--- src/rtl/rtc_pkg.sv ---
// Shared types and constants for the RTC front-panel time-set controller.
package rtc_pkg;

    typedef enum logic [2:0] {
        ST_RUN,
        ST_SET_HH,
        ST_SET_MM,
        ST_SET_SS,
        ST_COMMIT
    } state_t;

    localparam logic [1:0] FIELD_NONE = 2'd0;
    localparam logic [1:0] FIELD_HH   = 2'd1;
    localparam logic [1:0] FIELD_MM   = 2'd2;
    localparam logic [1:0] FIELD_SS   = 2'd3;

    localparam logic [5:0] MAX_HOUR    = 6'd23;
    localparam logic [5:0] MAX_MIN_SEC = 6'd59;

    // Out-of-range values fold to 0 on increment and to max on decrement.
    function automatic logic [5:0] step_field(
        input logic [5:0] v,
        input logic [5:0] max,
        input logic       up
    );
        logic [5:0] r;
        if (up) r = (v >= max) ? 6'd0 : v + 6'd1;
        else    r = (v == 6'd0 || v > max) ? max : v - 6'd1;
        return r;
    endfunction

endpackage

--- src/rtl/key_debounce.sv ---
// Active-low pushbutton: 2-flop sync, debounce counter, press pulse and
// optional hold-to-repeat.
module key_debounce
    import rtc_pkg::*;
#(
    parameter int DEBOUNCE_CYCLES = 1_000_000,
    parameter bit REPEAT_EN       = 1'b1,
    parameter int REPEAT_DELAY    = 25_000_000,
    parameter int REPEAT_PERIOD   = 5_000_000
) (
    input  logic clk,
    input  logic rst,
    input  logic i_key_n,
    output logic o_event
);

    localparam int DW   = $clog2(DEBOUNCE_CYCLES + 1);
    localparam int RMAX = (REPEAT_DELAY > REPEAT_PERIOD) ? REPEAT_DELAY : REPEAT_PERIOD;
    localparam int RW   = $clog2(RMAX + 1);

    localparam logic [DW-1:0] DB_LAST = DW'(DEBOUNCE_CYCLES - 1);
    localparam logic [RW-1:0] RD_LAST = RW'(REPEAT_DELAY - 1);
    localparam logic [RW-1:0] RP_LAST = RW'(REPEAT_PERIOD - 1);

    logic          r_s1, r_s2, r_deb, r_first, r_event;
    logic [DW-1:0] r_db_cnt;
    logic [RW-1:0] r_rp_cnt;
    logic          w_settle, w_press, w_repeat;
    logic [RW-1:0] w_rp_lim;

    assign w_settle = (r_s2 != r_deb) && (r_db_cnt == DB_LAST);
    assign w_press  = w_settle && !r_s2;
    assign w_rp_lim = r_first ? RD_LAST : RP_LAST;
    assign w_repeat = REPEAT_EN && !r_deb && (r_rp_cnt == w_rp_lim);
    assign o_event  = r_event;

    always_ff @(posedge clk) begin
        if (rst) begin
            r_s1     <= 1'b1;
            r_s2     <= 1'b1;
            r_deb    <= 1'b1;
            r_db_cnt <= '0;
            r_rp_cnt <= '0;
            r_first  <= 1'b1;
            r_event  <= 1'b0;
        end else begin
            r_s1 <= i_key_n;
            r_s2 <= r_s1;
            if (r_s2 == r_deb) begin
                r_db_cnt <= '0;
            end else if (w_settle) begin
                r_deb    <= r_s2;
                r_db_cnt <= '0;
            end else begin
                r_db_cnt <= r_db_cnt + 1'b1;
            end
            // Hold timer runs only while the debounced level is low.
            if (w_press || r_deb) begin
                r_rp_cnt <= '0;
                r_first  <= 1'b1;
            end else if (w_repeat) begin
                r_rp_cnt <= '0;
                r_first  <= 1'b0;
            end else begin
                r_rp_cnt <= r_rp_cnt + 1'b1;
            end
            r_event <= w_press || w_repeat;
        end
    end

endmodule

--- src/rtl/rtc_time_set_controller.sv ---
// Front-panel set-mode controller: edits HH:MM:SS shadows and issues a
// one-cycle load to the clock counters on commit.
module rtc_time_set_controller
    import rtc_pkg::*;
#(
    parameter int DEBOUNCE_CYCLES = 1_000_000,
    parameter int REPEAT_DELAY    = 25_000_000,
    parameter int REPEAT_PERIOD   = 5_000_000,
    parameter int BLINK_HALF      = 12_500_000,
    parameter int TIMEOUT         = 500_000_000
) (
    input  logic       clk_50MHz,
    input  logic       rst,
    input  logic       key_mode_n,
    input  logic       key_inc_n,
    input  logic       key_dec_n,
    input  logic [5:0] cur_hour,
    input  logic [5:0] cur_min,
    input  logic [5:0] cur_sec,
    output logic       load_strobe,
    output logic [5:0] load_hour,
    output logic [5:0] load_min,
    output logic [5:0] load_sec,
    output logic       set_active,
    output logic [1:0] field_sel,
    output logic       blink,
    output logic [5:0] disp_hour,
    output logic [5:0] disp_min,
    output logic [5:0] disp_sec
);

    localparam int TW = $clog2(TIMEOUT);
    localparam int BW = $clog2(BLINK_HALF);
    localparam logic [TW-1:0] TMO_LAST   = TW'(TIMEOUT - 1);
    localparam logic [BW-1:0] BLINK_LAST = BW'(BLINK_HALF - 1);

    logic w_ev_mode, w_ev_inc, w_ev_dec;

    key_debounce #(
        .DEBOUNCE_CYCLES(DEBOUNCE_CYCLES), .REPEAT_EN(1'b0),
        .REPEAT_DELAY(REPEAT_DELAY), .REPEAT_PERIOD(REPEAT_PERIOD)
    ) u_mode (.clk(clk_50MHz), .rst(rst), .i_key_n(key_mode_n), .o_event(w_ev_mode));

    key_debounce #(
        .DEBOUNCE_CYCLES(DEBOUNCE_CYCLES), .REPEAT_EN(1'b1),
        .REPEAT_DELAY(REPEAT_DELAY), .REPEAT_PERIOD(REPEAT_PERIOD)
    ) u_inc (.clk(clk_50MHz), .rst(rst), .i_key_n(key_inc_n), .o_event(w_ev_inc));

    key_debounce #(
        .DEBOUNCE_CYCLES(DEBOUNCE_CYCLES), .REPEAT_EN(1'b1),
        .REPEAT_DELAY(REPEAT_DELAY), .REPEAT_PERIOD(REPEAT_PERIOD)
    ) u_dec (.clk(clk_50MHz), .rst(rst), .i_key_n(key_dec_n), .o_event(w_ev_dec));

    state_t        r_state, w_next;
    logic [5:0]    r_hour, r_min, r_sec;
    logic [TW-1:0] r_tmo;
    logic [BW-1:0] r_bcnt;
    logic          r_blink;
    logic          w_in_set, w_any_ev, w_inc_ok, w_dec_ok, w_edit, w_timeout;

    assign w_in_set  = (r_state == ST_SET_HH) || (r_state == ST_SET_MM) ||
                       (r_state == ST_SET_SS);
    assign w_any_ev  = w_ev_mode || w_ev_inc || w_ev_dec;
    // Mode beats an adjustment; inc together with dec cancels out.
    assign w_inc_ok  = w_ev_inc && !w_ev_dec && !w_ev_mode;
    assign w_dec_ok  = w_ev_dec && !w_ev_inc && !w_ev_mode;
    assign w_edit    = w_in_set && (w_inc_ok || w_dec_ok);
    assign w_timeout = w_in_set && !w_any_ev && (r_tmo == TMO_LAST);

    always_ff @(posedge clk_50MHz) begin
        if (rst) r_state <= ST_RUN;
        else     r_state <= w_next;
    end

    always_comb begin
        w_next = r_state;
        unique case (r_state)
            ST_RUN:    if (w_ev_mode) w_next = ST_SET_HH;
            ST_SET_HH: if (w_ev_mode) w_next = ST_SET_MM;
                       else if (w_timeout) w_next = ST_RUN;
            ST_SET_MM: if (w_ev_mode) w_next = ST_SET_SS;
                       else if (w_timeout) w_next = ST_RUN;
            ST_SET_SS: if (w_ev_mode) w_next = ST_COMMIT;
                       else if (w_timeout) w_next = ST_RUN;
            ST_COMMIT: w_next = ST_RUN;
            default:   w_next = ST_RUN;
        endcase
    end

    always_comb begin
        field_sel   = FIELD_NONE;
        load_strobe = 1'b0;
        unique case (r_state)
            ST_SET_HH: field_sel   = FIELD_HH;
            ST_SET_MM: field_sel   = FIELD_MM;
            ST_SET_SS: field_sel   = FIELD_SS;
            ST_COMMIT: load_strobe = 1'b1;
            default:   ;
        endcase
    end

    assign set_active = (field_sel != FIELD_NONE);

    always_ff @(posedge clk_50MHz) begin
        if (rst) begin
            r_hour <= '0;
            r_min  <= '0;
            r_sec  <= '0;
        end else if (r_state == ST_RUN) begin
            r_hour <= cur_hour;
            r_min  <= cur_min;
            r_sec  <= cur_sec;
        end else if (w_edit) begin
            unique case (r_state)
                ST_SET_HH: r_hour <= step_field(r_hour, MAX_HOUR, w_inc_ok);
                ST_SET_MM: r_min  <= step_field(r_min, MAX_MIN_SEC, w_inc_ok);
                ST_SET_SS: r_sec  <= step_field(r_sec, MAX_MIN_SEC, w_inc_ok);
                default:   ;
            endcase
        end
    end

    // Any state change or edit restarts blink in the visible phase.
    always_ff @(posedge clk_50MHz) begin
        if (rst) begin
            r_tmo   <= '0;
            r_bcnt  <= '0;
            r_blink <= 1'b1;
        end else begin
            if (!w_in_set || w_any_ev || (w_next != r_state)) r_tmo <= '0;
            else                                              r_tmo <= r_tmo + 1'b1;
            if (!w_in_set || w_edit || (w_next != r_state)) begin
                r_bcnt  <= '0;
                r_blink <= 1'b1;
            end else if (r_bcnt == BLINK_LAST) begin
                r_bcnt  <= '0;
                r_blink <= !r_blink;
            end else begin
                r_bcnt <= r_bcnt + 1'b1;
            end
        end
    end

    assign blink     = r_blink;
    assign disp_hour = r_hour;
    assign disp_min  = r_min;
    assign disp_sec  = r_sec;
    assign load_hour = r_hour;
    assign load_min  = r_min;
    assign load_sec  = r_sec;

endmodule
--- config.mk ---
export PLATFORM = sky130hd
export DESIGN_NAME = rtc_time_set_controller
export DESIGN_NICKNAME = d
export VERILOG_FILES = /design/src/rtl/rtc_pkg.sv /design/src/rtl/key_debounce.sv /design/src/rtl/rtc_time_set_controller.sv
export SDC_FILE = /design/constraint.sdc
export NUM_CORES = 1
export LEC_CHECK = 0
export ABC_AREA = 1
export CELL_PAD_IN_SITES_DETAIL_PLACEMENT = 1
export CELL_PAD_IN_SITES_GLOBAL_PLACEMENT = 2
export CORE_AREA = 2 2 249 153
export CTS_BUF_LIST = sky130_fd_sc_hd__clkbuf_16
export DETAILED_ROUTE_END_ITERATION = 16
export DIE_AREA = 0 0 251 155
export GPL_TIMING_DRIVEN = 0
export HOLD_SLACK_MARGIN = 0.15
export PLACE_DENSITY = 0.8
export SKIP_LAST_GASP = 1
export SYNTH_ARGS = -nofsm -noshare
export SYNTH_HDL_FRONTEND = slang
export SYNTH_HIERARCHICAL = 1
export SYNTH_SLANG_ARGS = --single-unit
--- constraint.sdc ---
create_clock -name clk_50MHz -period 1.6 [get_ports clk_50MHz]
set_input_delay 0.32 -clock clk_50MHz [delete_from_list [all_inputs] [get_ports clk_50MHz]]
set_output_delay 0.32 -clock clk_50MHz [all_outputs]
set_load 0.01 [all_outputs]
==> results of run 1 <==
[layout by cell type, fill, tap and decap left out, types with 18 or more instances in the layout]
| cell type | netlist | layout |
|---|---|---|
| dfxtp_4 | 0 | 29 |
| inv_1 | 200 | 184 |
| clkdlybuf4s50_1 | 0 | 21 |
| nor2_1 | 331 | 268 |
| nand2_2 | 14 | 36 |
| nand2_1 | 325 | 298 |
| dfxtp_2 | 0 | 36 |
| nor2_4 | 30 | 63 |
| nor3_1 | 28 | 24 |
| dlygate4sd2_1 | 0 | 34 |
| inv_2 | 12 | 20 |
| buf_4 | 18 | 81 |
| nand4_1 | 47 | 47 |
| clkbuf_16 | 0 | 20 |
| o21ai_0 | 32 | 21 |
| xor2_1 | 77 | 75 |
| xnor2_1 | 46 | 46 |
| nand3_1 | 88 | 77 |
| nor2_2 | 19 | 49 |
| dfxtp_1 | 199 | 134 |
| buf_6 | 6 | 18 |
| a21oi_1 | 43 | 31 |
[power groups by stage]
stage | clock network [W] | logic (W) | registers [W]
after CTS | 0.00466 | 0.000484 | 0.00500
after detailed placement | 0 | 0.000464 | 0.00515
after global routing | 0.00486 | 0.000616 | 0.00499
after global placement | 0 | 0.000457 | 0.00515
after floorplan | 0 | 0.000231 | 0.00514
final | 0.00449 | 0.000566 | 0.00498
[stage by stage]
stage                     setup WS (ps)  instances  utilization  setup TNS (ps)  hold WS, ps
final                              -313       2289        0.403          -13920          411
after CTS                          -248       2254        0.380          -12230          389
after global routing               -418       2288        0.403          -21500          398
after global placement             -988       2175        0.340         -116890          393
after detailed placement          -1020       2175        0.340         -124540          395
after floorplan                    -109       1628            -           -2810          389
[routing by layer]
metal  track usage  vias to the layer above  wire length [um]
met3        0.0299                       18              1020
met1         0.271                     5096             19100
met5             0                        -                 0
met2         0.252                       89             14700
met4        0.0371                        0               305
li1              -                     5414                 -
[cells by family (layout without fill, tap and decap cells)]
logic type	Yosys count	count (layout)	synth area share
AND/OR/NAND/NOR	926	926	0.377
other	0	1	0
XOR/XNOR	123	123	0.0957
AO/OA/AOI/OAI	108	108	0.0561
buffers and inverters	256	432	0.0994
adder cells (fa/ha/maj)	16	16	0.0178
flip-flops	199	199	0.354
[worst max-delay path, cell delays in order, from the launching register on]
cell and delay (ps):
dfxtp_4 370, inv_6 80, nand2_8 70, nand2_4 90
inv_4 50, nand2_4 80, inv_2 50, nand3_2 80
nand2_2 50, nand2_2 80, nand3_2 80, a21oi_4 240
buf_12 140, nand2_8 110, buf_8 190, nor2_2 90
[cells in the mapped netlist, types with 3 or more instances]
| library cell | number | area share |
|---|---|---|
| nand2_2 | 14 | 0.0078 |
| or2_2 | 11 | 0.0061 |
| o21bai_1 | 5 | 0.0033 |
| o21ai_0 | 32 | 0.014 |
| nand3_1 | 88 | 0.039 |
| a31oi_1 | 4 | 0.0022 |
| xor2_1 | 77 | 0.060 |
| nor2_1 | 331 | 0.11 |
| xnor2_1 | 46 | 0.036 |
| nand3_2 | 7 | 0.0062 |
| dfxtp_1 | 199 | 0.35 |
| nor2_2 | 19 | 0.011 |
| inv_2 | 12 | 0.0040 |
| nor4_1 | 6 | 0.0033 |
| buf_2 | 8 | 0.0036 |
| a21oi_1 | 43 | 0.019 |
| inv_1 | 200 | 0.067 |
| nand2_4 | 6 | 0.0060 |
| clkbuf_1 | 7 | 0.0023 |
| nand4_1 | 47 | 0.026 |
| o211ai_1 | 8 | 0.0053 |
| ha_1 | 16 | 0.018 |
| nor2_4 | 30 | 0.030 |
| nor3_1 | 28 | 0.012 |
| nand3b_1 | 10 | 0.0067 |
| nand2_1 | 325 | 0.11 |
| o221ai_1 | 3 | 0.0023 |
| buf_6 | 6 | 0.0060 |
| buf_4 | 18 | 0.012 |
[layout make-up]
class / instances / area [um2] / share of cell area
multi-input combinational: 1173 / 6980 / 0.469
sequential: 199 / 4140 / 0.278
timing repair buffer: 144 / 1330 / 0.0897
inverter: 213 / 833 / 0.0560
tap: 484 / 606 / 0.0407
clock buffer: 17 / 425 / 0.0286
buffer: 43 / 400 / 0.0269
clock inverter: 15 / 159 / 0.0107
antenna: 1 / 2.50 / 0.000168
[worst max-delay path by stage]
stage	from	to	slack, ps	depth (start not counted)
floorplan	r_tmo[1]	r_bcnt[14]	-110	13
global placement	rst	r_bcnt[16]	-990	6
detailed placement	rst	r_bcnt[11]	-1020	6
CTS	r_tmo[0]	r_bcnt[11]	-250	14
global route	r_state[0]	r_tmo[3]	-420	15
finish	r_state[0]	r_tmo[3]	-310	15
[state kept, by name, summed over array words and instances, names as in the netlist, 3 cells and up]
signal,cells
disp_min,6
r_state,3
r_bcnt,24
u_mode/r_db_cnt,20
u_inc/r_rp_cnt,25
u_dec/r_db_cnt,20
disp_hour,6
u_dec/r_rp_cnt,25
disp_sec,6
u_inc/r_db_cnt,20
r_tmo,29
[what timing repair did]
item / 4_1_cts / 5_1_grt
gates resized for setup: 243 / 198
cloned: 3 / 3
endpoints found under the setup margin: 161 / 187
pin swaps: 23 / 45
buffers inserted: 44 / 33
==> flow_metrics.py, run 1 <==
metrics = {
    "power": {
        "design_power_total_w": 0.0100,
        "pwr-share-clk": 0.447,
        "p_sw_w": 0.00261,
        "power.internal_w": 0.00743,
        "ir_drop_uv": 669,
        "power.leakage_nw": 5.15,
        "sw_frac_of_total": 0.260,
        "power_density_mw_per_mm2": 675,
        "combPwrFrac": 0.056,
        "power_frac_seq": 0.496,
    },
    "finish": {
        "design_area_mm2": 0.0149,
        "fillers": 4532,
        "layout-drive-gt1-share": 0.271,
        "fin_nets": 1830,
        "area_growth_syn_to_layout_pct": 32.2,
    },
    "synthesis": {
        "synth_seq_cells": 199,
        "synthFlopType": "dfxtp_1",
        "yosysWarnings": 6,
        "syn_area_mm2": 0.0113,
        "synth_seq_area_share": 0.354,
        "synth-edff-count": 0,
        "syn_inst": 1628,
        "syn-num-nets": 1667,
        "avgSynthCellArea_um2": 6.91,
        "synthDistinctLibCells": 47,
        "async_flop_share": 0,
    },
    "hold_path": {
        "min_from": "key_mode_n",
        "hold_end": "u_mode/r_s1",
        "hold_depth": 2,
        "worstHoldPathType": "in2reg",
    },
    "drt": {
        "final_antenna_net_count": 0,
        "drt-initial-drc-count": 609,
        "drcViolationCount": 0,
        "firstDrtPassIters": 5,
        "avgRoutedWirePerCell_um": 15.4,
        "vias": 10600,
        "via_per_inst": 4.64,
        "drt-total-wl_um": 35200,
    },
    "sta": {
        "skew_ps": 15.7,
        "rsz0062_at_grt": "yes",
        "drv_slew": 0,
        "timing.final.crit_share": 1.20,
        "fmaxAchievable_ghz": 0.523,
        "worst_slack_ps": -313,
        "worstMarginPinSlew_ps": 534,
        "finalSetupViolCount": 67,
        "final.min_clock_period_ps": 1910,
        "hold_viol": 0,
        "relSlewSlack": 0.644,
    },
    "global_route": {
        "grt_pass1_vias": 10600,
        "grt_overflow": 0,
        "grt_max_degree": 20,
        "grt_util_all_layers": 0.176,
        "antenna_found_initial": 1,
        "grt_pass1_wl_um": 55400,
    },
    "cts": {
        "cts_buffers": 17,
        "cts_root_buf": "clkbuf_16",
        "clk_pin_slew_ps": 80,
        "cts_tree": "done",
        "clockBufferDepth": 2,
        "clock-sinks": 199,
        "clkLatencyLatePin_ps": 460,
        "hold_buffers": 0,
        "htree_levels": 4,
    },
    "setup_path": {
        "reg2reg_from": "r_state[0]",
        "crit_fanout": 7,
        "critPathKind": "reg2reg",
        "r2r_setup_slack_ps": -310,
        "rr_worst_depth": 15,
        "critPathArrivalTime_ps": 2310,
        "cp.required_ps": 2000,
        "end_kind": "register",
        "start_kind": "register",
        "reg2reg_to": "r_tmo[3]",
    },
    "floorplanning": {
        "std_cell_rows": 55,
        "die-area_mm2": 0.0389,
        "io_pins": 64,
        "core_mm2": 0.0369,
        "die_w_um": 251,
        "start_util": 0.305,
        "die_h_um": 155,
    },
    "placed_design": {
        "port_buffers": 63,
        "place_area_mm2": 0.0125,
        "place_hpwl_um": 24700,
        "gp_routability_congestion": 0.819,
    },
    "flow_run": {
        "drv_cap": 0,
    },
    "outcome": {
        "violations": "setup timing",
        "status": "complete, but fails checks",
    },
}
No activity file was read; power rests on OpenSTA's default activity.
==> inputs of run 2 (changes only) <==
- CORE_AREA: 2 2 249 153 -> 2 2 246 151
- CTS_BUF_LIST: sky130_fd_sc_hd__clkbuf_16 -> sky130_fd_sc_hd__clkbuf_8
- CTS_CLUSTER_SIZE: unset -> 16
- DIE_AREA: 0 0 251 155 -> 0 0 248 153
- PLACE_DENSITY: 0.8 -> 0.82
==> run 2 against run 1 <==
  * The flow still finishes with violations (setup timing)
  * Global-route usage is 1.3 points higher
  * Sequential power is essentially flat
  * Worst setup slack lost 12 ps
  * First-iteration DRC count up 3.3%
  * Power decreased by 9.4%
  * Core utilization is 2.6 points higher
==> flow_metrics.py, run 2 (synthesized netlist as in run 1, its figures left out) <==
metrics = {
    "outcome": {
        "status": "complete, but fails checks",
        "violations": "setup timing",
    },
    "sta": {
        "hold_viol": 0,
        "worst_slack_ps": -324,
        "fmaxAchievable_ghz": 0.520,
        "timing.final.crit_share": 1.20,
        "skew_ps": 13.9,
        "finalSetupViolCount": 59,
        "final.min_clock_period_ps": 1920,
        "relSlewSlack": 0.660,
        "rsz0062_at_grt": "yes",
        "worstMarginPinSlew_ps": 509,
        "drv_slew": 0,
    },
    "setup_path": {
        "r2r_setup_slack_ps": -320,
        "reg2reg_to": "r_bcnt[16]",
        "reg2reg_from": "r_tmo[1]",
        "critPathArrivalTime_ps": 2370,
        "end_kind": "register",
        "crit_fanout": 5,
        "cp.required_ps": 2040,
        "start_kind": "register",
        "rr_worst_depth": 14,
        "crit_path_end": "r_bcnt[16]",
        "critPathKind": "reg2reg",
        "crit_path_start": "r_tmo[1]",
    },
    "finish": {
        "layout-drive-gt1-share": 0.306,
        "area_growth_syn_to_layout_pct": 36.3,
        "fin_nets": 1878,
        "biggestRegsByFlops": "r_tmo: 29 flops, u_dec/r_rp_cnt: 25 flops, u_inc/r_rp_cnt: 25 flops",
        "final_common_cell": "nand2_1",
        "antenna_cells": 0,
        "regMostFlops": "r_tmo",
        "most-common-layout-cells": "nand2_1, nor2_1, inv_1, dfxtp_1, buf_4",
        "largest_reg_flops": 29,
    },
    "global_route": {
        "grt_overflow": 0,
        "grt_max_degree": 18,
        "grt_pass1_wl_um": 57400,
        "grt_util_all_layers": 0.188,
        "antenna_found_initial": 0,
        "grt_pass1_vias": 10800,
    },
    "drt": {
        "drcViolationCount": 0,
        "avgRoutedWirePerCell_um": 15.9,
        "via_per_inst": 4.70,
        "final_antenna_net_count": 0,
        "firstDrtPassIters": 4,
        "drt-total-wl_um": 37100,
        "vias": 10900,
        "drt-initial-drc-count": 629,
    },
    "floorplanning": {
        "die-area_mm2": 0.0379,
        "die_w_um": 248,
        "core_mm2": 0.0357,
        "io_pins": 64,
        "die_h_um": 153,
        "start_util": 0.315,
        "std_cell_rows": 54,
    },
    "placed_design": {
        "gp_routability_congestion": 0.844,
        "port_buffers": 63,
        "place_hpwl_um": 25300,
        "preCtsSetupSlack_ps": -1070,
    },
    "power": {
        "ir_drop_uv": 581,
        "power.leakage_nw": 5.42,
        "power_density_mw_per_mm2": 593,
        "design_power_total_w": 0.00910,
    },
    "cts": {
        "clock-sinks": 199,
        "htree_levels": 4,
        "cts_tree": "done",
        "cts_buffers": 17,
        "cts_root_buf": "clkbuf_8",
        "clk_pin_slew_ps": 100,
        "clockBufferDepth": 2,
        "clkLatencyLatePin_ps": 510,
    },
    "hold_path": {
        "worstHoldPathType": "in2reg",
    },
    "flow_run": {
        "drv_cap": 0,
    },
}
==> run 2: area by class of cell <==
cell class / count / area [um2]
Fill cell: 4383 / 20400
Multi-Input combinational cell: 1173 / 7120
Sequential cell: 199 / 4150
Timing Repair Buffer: 198 / 1860
Inverter: 213 / 847
Tap cell: 476 / 596
Buffer: 37 / 367
Clock buffer: 21 / 289
Clock inverter: 11 / 106
==> run 2: power by group <==
group,internal [W],switching [W]
clock,0.00153,0.00189
combinational,0.000343,0.000353
sequential,0.00495,0.0000306
==> run 2: worst min-delay path by stage <==
stage,startpoint,to,cells after the start
6_report,key_inc_n,u_inc/r_s1,2
5_1_grt,key_inc_n,u_inc/r_s1,2
4_1_cts,key_mode_n,u_mode/r_s1,2
3_5_place_dp,u_dec/r_s1,u_dec/r_s2,1
3_3_place_gp,u_dec/r_s1,u_dec/r_s2,1
2_1_floorplan,u_dec/r_s1,u_dec/r_s2,1
==> run 2: routing by layer <==
| layer | vias up | GRT usage | wire [um] |
|---|---|---|---|
| li1 | 5505 | - | - |
| met5 | - | 0 | 0 |
| met3 | 16 | 0.0434 | 1280 |
| met2 | 120 | 0.262 | 15600 |
| met4 | 0 | 0.0288 | 257 |
| met1 | 5307 | 0.294 | 20000 |
==> run 2: worst max-delay path, cell delays in order (launching register included) <==
cell and delay, ps:
dfxtp_4 370, ha_4 160, nand2_4 70, nor2_4 50
nand2_4 80, nor2_4 40, nand3_2 90, nand2_2 50
nand2_2 70, nand3_2 90, a21oi_4 240, nand3_4 150
buf_4 190, buf_12 140, nor2_4 70
==> run 2: timing repair <==
item,4_1_cts,5_1_grt
setup endpoints to repair,161,191
resized for setup,338,238
cloned,3,3
hold buffers,0,0
pin swaps,61,79
setup buffers,93,40
==> run 2: metrics by stage <==
stage	hold slack [ps]	instance area, um2	instances	TNS [ps]	utilization
2_1_floorplan	389	11300	1628	-2810	-
5_1_grt	340	15300	2328	-19990	0.429
4_1_cts	323	14400	2294	-12380	0.404
6_report	373	15300	2328	-14180	0.429
3_5_place_dp	409	12500	2167	-116780	0.350
3_3_place_gp	393	12500	2167	-109120	0.350
==> inputs of run 3 (changes only) <==
- SKIP_CTS_REPAIR_TIMING: unset -> 1
==> run 3 against run 2 <==
  * The run still ends with setup timing left
  * Design area down 5.1%
  * Sequential share of layout area up 1.3 points
  * Global-route usage down 1.5 points
  * Die area unchanged
  * Cell count down 2.1%
  * Critical endpoint is now r_bcnt[11]
  * Largest cell class unchanged
==> flow_metrics.py, run 3 (synthesized netlist as in run 1, its figures left out) <==
metrics = {
    "outcome": {
        "status": "complete, but fails checks",
        "violations": "setup timing",
    },
    "cts": {
        "cts_buffers": 17,
        "clkLatencyLatePin_ps": 510,
        "clockBufferDepth": 2,
        "cts_root_buf": "clkbuf_8",
        "cts_tree": "done",
        "htree_levels": 4,
        "clock-sinks": 199,
        "clk_pin_slew_ps": 100,
    },
    "finish": {
        "fin_nets": 1828,
        "antenna_cells": 0,
        "most-common-layout-cells": "nand2_1, nor2_1, inv_1, dfxtp_1, buf_4",
        "regMostFlops": "r_tmo",
        "layout-drive-gt1-share": 0.246,
        "fillers": 4424,
        "final_common_cell": "nand2_1",
        "biggestRegsByFlops": "r_tmo: 29 flops, u_dec/r_rp_cnt: 25 flops, u_inc/r_rp_cnt: 25 flops",
        "design_area_mm2": 0.0146,
        "largest_reg_flops": 29,
        "area_growth_syn_to_layout_pct": 29.3,
        "layout.cells.non_filler": 2278,
    },
    "global_route": {
        "grt_pass1_vias": 9925,
        "grt_util_all_layers": 0.174,
        "grt_pass1_wl_um": 52900,
        "grt_overflow": 0,
        "antenna_found_initial": 0,
        "grt_max_degree": 18,
    },
    "sta": {
        "worstMarginPinSlew_ps": 686,
        "timing.final.crit_share": 1.19,
        "skew_ps": 18.3,
        "rsz0062_at_grt": "yes",
        "relSlewSlack": 0.543,
        "fin_tns_setup_ps": -15100,
        "finalSetupViolCount": 70,
        "final.min_clock_period_ps": 1900,
        "hold_viol": 0,
        "worst_slack_ps": -304,
        "fmaxAchievable_ghz": 0.525,
        "drv_slew": 0,
    },
    "floorplanning": {
        "std_cell_rows": 54,
        "die_w_um": 248,
        "core_mm2": 0.0357,
        "start_util": 0.315,
        "io_pins": 64,
        "die_h_um": 153,
        "die-area_mm2": 0.0379,
    },
    "flow_run": {
        "drv_cap": 0,
    },
    "drt": {
        "routed-wl-met2_um": 14000,
        "avgRoutedWirePerCell_um": 15.3,
        "drcViolationCount": 0,
        "drt-total-wl_um": 34800,
        "wl_met1_um": 19600,
        "vias": 10600,
        "wl_met3_um": 1060,
        "top_layer_used": "met4",
        "drt-initial-drc-count": 536,
        "firstDrtPassIters": 5,
        "final_antenna_net_count": 0,
        "via_per_inst": 4.66,
    },
    "setup_path": {
        "start_kind": "register",
        "critPathArrivalTime_ps": 2340,
        "crit_fanout": 6,
        "critPathKind": "reg2reg",
        "end_kind": "register",
        "r2r_setup_slack_ps": -300,
        "cp.required_ps": 2040,
    },
    "hold_path": {
        "worstHoldPathType": "in2reg",
    },
    "placed_design": {
        "dp.cells": 2167,
        "place_hpwl_um": 25300,
        "place_area_mm2": 0.0125,
        "gp_routability_congestion": 0.844,
        "preCtsSetupSlack_ps": -1070,
        "port_buffers": 63,
    },
    "power": {
        "power_density_mw_per_mm2": 618,
        "ir_drop_uv": 584,
        "power.leakage_nw": 5.46,
        "design_power_total_w": 0.00900,
    },
}
run 3: cell types whose count changed in the layout (fill, tap and decap cells not counted), sizes merged:
cell and delta:
dlygate4sd2 -19, buf -61, clkdlybuf4s15 -4, dlymetal6s2s +38, clkbuf -4
run 3: metrics by stage:
stage / hold WS [ps] / utilization
after CTS: 323 / 0.361
after global routing: 338 / 0.407
after floorplan: 389 / -
after global placement: 393 / 0.350
after detailed placement: 409 / 0.350
final: 343 / 0.407
run 3: worst paths after layout:
kind,depth (start not counted),to,from
max,13,r_bcnt[11],r_tmo[0]
min,2,u_inc/o_event,rst
max reg2reg,13,r_bcnt[11],r_tmo[0]
min reg2reg,1,u_dec/r_s2,u_dec/r_s1
run 3: layout make-up:
type / count / area, um2 / area share
multi-input cells: 1173 / 6800 / 0.467
flip-flops and latches: 199 / 4130 / 0.284
repair buffers: 142 / 1400 / 0.0963
inverters: 213 / 837 / 0.0575
well taps: 476 / 596 / 0.0409
plain buffers: 43 / 389 / 0.0267
clock buffers: 21 / 289 / 0.0199
clock inverters: 11 / 106 / 0.00731
run 3: metal layers:
layer	global-route usage	vias to the layer above
met3	0.0414	12
met5	0	-
met4	0.0240	0
met1	0.282	5105
met2	0.228	83
li1	-	5410
run 3: critical path, cell delays in order (launching register included):
cell and delay [ps]:
dfxtp_4 370, ha_4 170, nand2_4 90, nor2_4 50
nand2_4 90, nor2_4 50, nand3_2 80, nand2_2 50
nand2_2 60, nand3_2 80, a21oi_4 210, nand3_4 210
clkbuf_16 250, nor2_4 70
run 3: report_power, final:
part           switching [W]  internal [W]
logic               0.000291      0.000293
clock network        0.00189       0.00153
registers          0.0000356       0.00496
